<file path="src/rtl/board_scan_ctrl.sv">
// board_scan_ctrl: maps VGA pixel coordinates onto Tetris board cells.
// Each in-board pixel reads its cell type from the board RAM, passes that
// type through the external colour LUT and registers the colour for the DAC.
// Game logic shares the RAM read port on cycles the scanout leaves idle.
//
// Pixel latency is 4 cycles.
//   cycle c   : pixel on pix_x/pix_y/pix_active
//   cycle c+1 : ram_addr (scanout address or granted game address), gl_gnt
//   cycle c+2 : ram_rd_type valid
//   cycle c+3 : lut_type, gl_rvalid, gl_type
//   cycle c+4 : pix_color
//
// Optional macro GRID_LINES_EN: the first pixel row and the first pixel
// column of every cell are drawn as grey grid lines (12'h333). The latency
// does not change.
//
// Game read handshake: gl_req is a level request that must be held, together
// with gl_addr, until gl_gnt is seen. gl_gnt pulses for one cycle in the cycle
// where gl_addr is on ram_addr. gl_rvalid pulses two cycles later, with
// gl_type. Every cycle in which gl_req is sampled high while scanout leaves
// the port free is a separate request. A requester that keeps gl_req high
// therefore gets back-to-back grants, each followed by its own rvalid pulse.
module board_scan_ctrl #(
  parameter int BOARD_W    = 10,
  parameter int BOARD_H    = 20,
  parameter int CELL_SHIFT = 4,
  parameter int ORIGIN_X   = 240,
  parameter int ORIGIN_Y   = 80,
  parameter int ADDR_W     = 8
) (
  input  logic              clk,
  input  logic              rst_n,
  input  logic [9:0]        pix_x,
  input  logic [9:0]        pix_y,
  input  logic              pix_active,
  output logic [ADDR_W-1:0] ram_addr,
  input  logic [2:0]        ram_rd_type,
  output logic [2:0]        lut_type,
  input  logic [11:0]       lut_color,
  output logic [11:0]       pix_color,
  input  logic              gl_req,
  input  logic [ADDR_W-1:0] gl_addr,
  output logic              gl_gnt,
  output logic              gl_rvalid,
  output logic [2:0]        gl_type
);

  localparam logic [9:0]  ORG_X  = 10'(ORIGIN_X);
  localparam logic [9:0]  ORG_Y  = 10'(ORIGIN_Y);
  localparam logic [10:0] SPAN_X = 11'(BOARD_W << CELL_SHIFT);
  localparam logic [10:0] SPAN_Y = 11'(BOARD_H << CELL_SHIFT);

  // Offsets wrap when the pixel is left of or above the board. The wrapped
  // value is large and fails the span compare, so one unsigned compare per
  // axis is enough.
  logic [9:0]        dx, dy;
  logic [9:0]        col, row;
  logic              in_board;
  logic [ADDR_W-1:0] scan_addr;

  assign dx        = pix_x - ORG_X;
  assign dy        = pix_y - ORG_Y;
  assign in_board  = pix_active && ({1'b0, dx} < SPAN_X) && ({1'b0, dy} < SPAN_Y);
  assign col       = dx >> CELL_SHIFT;
  assign row       = dy >> CELL_SHIFT;
  assign scan_addr = ADDR_W'(row) * ADDR_W'(BOARD_W) + ADDR_W'(col);

  // Flags that travel with the pixel through the pipeline.
  logic ib1, ib2, ib3;
  logic gnt_d;

  // S1: port arbitration. Scanout always owns the port; game logic uses it
  // only on out-of-board or blanking cycles.
  always_ff @(posedge clk) begin
    if (!rst_n) begin
      ram_addr <= '0;
      gl_gnt   <= 1'b0;
      ib1      <= 1'b0;
    end else begin
      ib1    <= in_board;
      gl_gnt <= !in_board && gl_req;
      if (in_board) begin
        ram_addr <= scan_addr;
      end else if (gl_req) begin
        ram_addr <= gl_addr;
      end
    end
  end

  // S2: the RAM samples ram_addr here; delay the flags to line up with its data.
  always_ff @(posedge clk) begin
    if (!rst_n) begin
      ib2   <= 1'b0;
      gnt_d <= 1'b0;
    end else begin
      ib2   <= ib1;
      gnt_d <= gl_gnt;
    end
  end

  // S3: route the RAM data to the LUT (scanout) or to gl_type (game read).
  always_ff @(posedge clk) begin
    if (!rst_n) begin
      lut_type  <= '0;
      gl_rvalid <= 1'b0;
      gl_type   <= '0;
      ib3       <= 1'b0;
    end else begin
      ib3       <= ib2;
      lut_type  <= ib2 ? ram_rd_type : 3'd0;
      gl_rvalid <= gnt_d;
      if (gnt_d) begin
        gl_type <= ram_rd_type;
      end
    end
  end

`ifdef GRID_LINES_EN
  // The grid flag marks offset 0 inside a cell on either axis.
  logic grid0, grid1, grid2, grid3;
  assign grid0 = (dx[CELL_SHIFT-1:0] == '0) || (dy[CELL_SHIFT-1:0] == '0);

  // The grid flag follows the same pipeline as in_board.
  always_ff @(posedge clk) begin
    if (!rst_n) begin
      grid1 <= 1'b0;
      grid2 <= 1'b0;
      grid3 <= 1'b0;
    end else begin
      grid1 <= grid0;
      grid2 <= grid1;
      grid3 <= grid2;
    end
  end

  // S4: register the colour. Out-of-board pixels and blanking are black.
  always_ff @(posedge clk) begin
    if (!rst_n) begin
      pix_color <= '0;
    end else if (ib3) begin
      pix_color <= grid3 ? 12'h333 : lut_color;
    end else begin
      pix_color <= 12'h000;
    end
  end
`else
  // S4: register the colour. Out-of-board pixels and blanking are black.
  always_ff @(posedge clk) begin
    if (!rst_n) begin
      pix_color <= '0;
    end else begin
      pix_color <= ib3 ? lut_color : 12'h000;
    end
  end
`endif

endmodule
</file>
<file path="config.mk">
export PLATFORM = sky130hd
export DESIGN_NAME = board_scan_ctrl
export DESIGN_NICKNAME = d
export VERILOG_FILES = /design/src/rtl/board_scan_ctrl.sv
export SDC_FILE = /design/constraint.sdc
export NUM_CORES = 1
export LEC_CHECK = 0
export ABC_CLOCK_PERIOD_IN_PS = 8400
export CORE_UTILIZATION = 40
export DETAILED_ROUTE_END_ITERATION = 7
export PLACE_DENSITY_LB_ADDON = 0.08
export SYNTH_ARGS = -nofsm -noshare
export SYNTH_HDL_FRONTEND = slang
export SYNTH_SLANG_ARGS = --single-unit
</file>
<file path="constraint.sdc">
create_clock -name clk -period 8.4 [get_ports clk]
set_input_delay 1.68 -clock clk [delete_from_list [all_inputs] [get_ports clk]]
set_output_delay 1.68 -clock clk [all_outputs]
set_load 0.02 [all_outputs]
</file>
==> results_dict.tcl <==
set metrics [dict create \
    status "finished clean" \
    grtUsageMet2 0.311 \
    avgSynthCellArea_um2 9.89 \
    routedWlPerCell_um 12.2 \
    hold_viol_final 0 \
    fin_worst_skew_ns 0.00275 \
    p_per_area_mw_per_mm2 161 \
    hold_start "ib1$_SDFF_PN0_" \
    use_met1 0.182 \
    syn_area_mm2 0.00161 \
    n_antenna_cell 0 \
    total_power_mw 0.386 \
    cts_root_buf "clkbuf_8" \
    cts_setup_buffers 0 \
    cts_resized 0 \
    cts_hold_buf 0 \
    finalSetupViolCount 0 \
    ys_seq_area_frac 0.397 \
    dieArea_mm2 0.00429 \
    drc 0 \
    row_count 22 \
    grt_pass1_wl_um 5450 \
    dr.first_iter.drc_count 39 \
    tightest_slew_ns 0.629 \
    cts_inserted_buffers 5 \
    clock_sinks 32 \
    synth_cell_types 32 \
    antenna_found_initial 0 \
    die_w_um 65.5 \
    grt.met3_usage 0.0313 \
    fillers 311 \
    drv_slew 0 \
    period_share 0.551 \
    vias 1365 \
    crit_arrival_ns 4.79 \
    yosys.area.top_type "dfxtp_1" \
    portBuffers 66 \
    clk_latency_ns 0.27 \
    ys_top_cells_by_area "dfxtp_1 (40%), ha_1 (11%), mux2i_1 (6.8%), and3_1 (6.2%), xnor2_1 (4.3%)" \
    grt_max_degree 22 \
    reg2regPathDepth 3 \
    hold_ws_ns 0.445 \
    holdPathEnd "ib2$_SDFF_PN0_" \
    nNetsFinal 293 \
    maxCapViolations 0 \
    grt_pass1_vias 1252 \
    synth_top_cell_area_share 0.397 \
    core_area_mm2 0.00377 \
    num_io_pins 75 \
    worstHoldPathCells 1 \
    startpoint_type "input port" \
    reg2reg_slack_ns 7.53 \
    worstReg2RegStart "ram_addr[3]$_SDFFE_PN0P_" \
    clock_path_buffers 2 \
    synthCells 163 \
    grt_setup_unrepaired "false" \
    cts.reportedPaths.clkPinSlew_ns 0.06 \
    via_per_inst 4.89 \
    overflow 0 \
    place_congestion 0.798 \
    timing.fmax_mhz 216 \
    drtPass1Iterations 3 \
    grt_usage 0.167 \
    ant_nets 0 \
    crit_required_ns 8.56 \
    crit_type "input port to flip-flop" \
    yosysWarningCount 0 \
    layout-drive-gt1-share 0.0563 \
    htree_levels 2 \
    worstPathMaxFanout 4 \
    start_util 0.428 \
    top_usage_layer "met2" \
    hp-class "flip-flop to flip-flop" \
    post-dp-hpwl_um 2770 \
    synth_seq_cells 32 \
    area_growth_pct 48.6 \
    power_leakage_nw 1.07 \
    setup_tns_ns 0 \
    regToRegEndpoint "ram_addr[3]$_SDFFE_PN0P_" \
    drt_wl_total_um 3410 \
    irDropWorstVdd_v 0.0000717 \
    syn-num-nets 226 \
    critical_path.endpoint_type "flip-flop" \
    cts_tree "built" \
    dieHeight_um 65.5 \
    slew_headroom 0.579 \
    fin_crit_ns 4.63 \
]
==> final cells by class <==
class | count | area, µm² | share of cell area
timing repair buffer | 66 | 661 | 0.276
tap | 48 | 60.1 | 0.0251
clock inverter | 2 | 10.0 | 0.00418
multi-input combinational | 111 | 890 | 0.371
inverter | 14 | 52.6 | 0.0219
clock buffer | 6 | 82.6 | 0.0345
sequential | 32 | 641 | 0.267
==> cell usage after synthesis <==
cell type,instances
or4b_1,1
a21oi_1,7
nor3b_1,1
mux2i_1,11
fa_1,2
and3_2,1
a21o_1,2
a221o_1,1
xor2_1,7
a41oi_1,1
buf_6,1
nor2_1,10
a21boi_0,1
ha_1,14
a211oi_1,3
o211a_1,1
nand4_1,1
nor2b_1,1
o21a_1,2
mux2_2,4
buf_1,1
o21ai_0,5
dfxtp_1,32
nand2_1,1
inv_1,14
a2111oi_1,1
and3_1,16
nand3_1,3
nor3_1,2
clkbuf_1,4
xnor2_1,8
and2_1,4
==> power by group <==
| group | switching, mW | total, mW | internal, mW | leakage, nW |
|---|---|---|---|---|
| clock | 0.0498 | 0.115 | 0.0652 | 0.0510 |
| combinational | 0.0523 | 0.113 | 0.0609 | 0.763 |
| sequential | 0.00220 | 0.158 | 0.156 | 0.260 |
==> cell families after synthesis <==
kind of cell / synth area share
AND/OR/NAND/NOR: 0.142
AO/OA/AOI/OAI: 0.0985
adder cells (fa/ha/maj): 0.133
XOR/XNOR: 0.0815
buffers and inverters: 0.0512
multiplexers: 0.0962
flip-flops: 0.397
==> placed cells by master (no fill, tap or decap), types with 2 or more instances in the layout <==
cell,instances
clkdlybuf4s50_1,66
dfxtp_1,32
and3_1,16
inv_1,14
ha_1,14
mux2i_1,11
nor2_1,10
xnor2_1,8
xor2_1,7
a21oi_1,7
clkbuf_8,6
o21ai_0,5
mux2_2,4
and2_1,4
nand3_1,3
a211oi_1,3
nor3_1,2
a21o_1,2
o21a_1,2
fa_1,2
clkinv_2,2
==> critical path, stage by stage <==
cell and delay, ns:
clkdlybuf4s50_1 0.44, inv_1 0.13, ha_1 0.25, inv_1 0.08
a21oi_1 0.17, xor2_1 0.25, ha_1 0.31, fa_1 0.49
ha_1 0.34, a21boi_0 0.18, o21ai_0 0.12, xor2_1 0.18
o21a_1 0.16
==> worst max-delay path by stage <==
| stage | from | to | slack (ns) | cells past startpoint |
|---|---|---|---|---|
| after global placement | pix_y[4] | ram_addr[7]$_SDFFE_PN0P_ | 3.57 | 13 |
| after CTS | pix_y[4] | ram_addr[7]$_SDFFE_PN0P_ | 3.76 | 13 |
| final | pix_y[4] | ram_addr[7]$_SDFFE_PN0P_ | 3.77 | 13 |
| after detailed placement | pix_y[4] | ram_addr[7]$_SDFFE_PN0P_ | 3.48 | 13 |
| after global routing | pix_y[4] | ram_addr[7]$_SDFFE_PN0P_ | 3.52 | 13 |
| after floorplan | pix_y[4] | ram_addr[7]$_SDFFE_PN0P_ | 4.22 | 12 |
==> flip-flops by register name, indices dropped and copies added, names as in the netlist <==
| signal | flops |
|---|---|
| ram_addr | 8 |
| gl_rvalid | 1 |
| gl_type | 3 |
| ib3 | 1 |
| gnt_d | 1 |
| ib2 | 1 |
| gl_gnt | 1 |
| lut_type | 3 |
| pix_color | 12 |
| ib1 | 1 |
==> metrics by stage <==
| step | setup WS (ns) | util | cell area [µm²] | std cells |
|---|---|---|---|---|
| final | 3.77 | 0.635 | 2400 | 279 |
| after global routing | 3.52 | 0.635 | 2400 | 279 |
| after CTS | 3.76 | 0.635 | 2400 | 279 |
| after detailed placement | 3.48 | 0.611 | 2300 | 271 |
| after global placement | 3.57 | 0.611 | 2300 | 271 |
| after floorplan | 4.22 | - | 1610 | 163 |
==> layer usage <==
metal  up-vias  share of wire  wire (µm)
li1        696              -          -
met5         -              0          0
met1       626           0.42       1420
met4         0          0.010         34
met2        41           0.53       1810
met3         2          0.044        151
No activity file was read; power rests on OpenSTA's default activity.
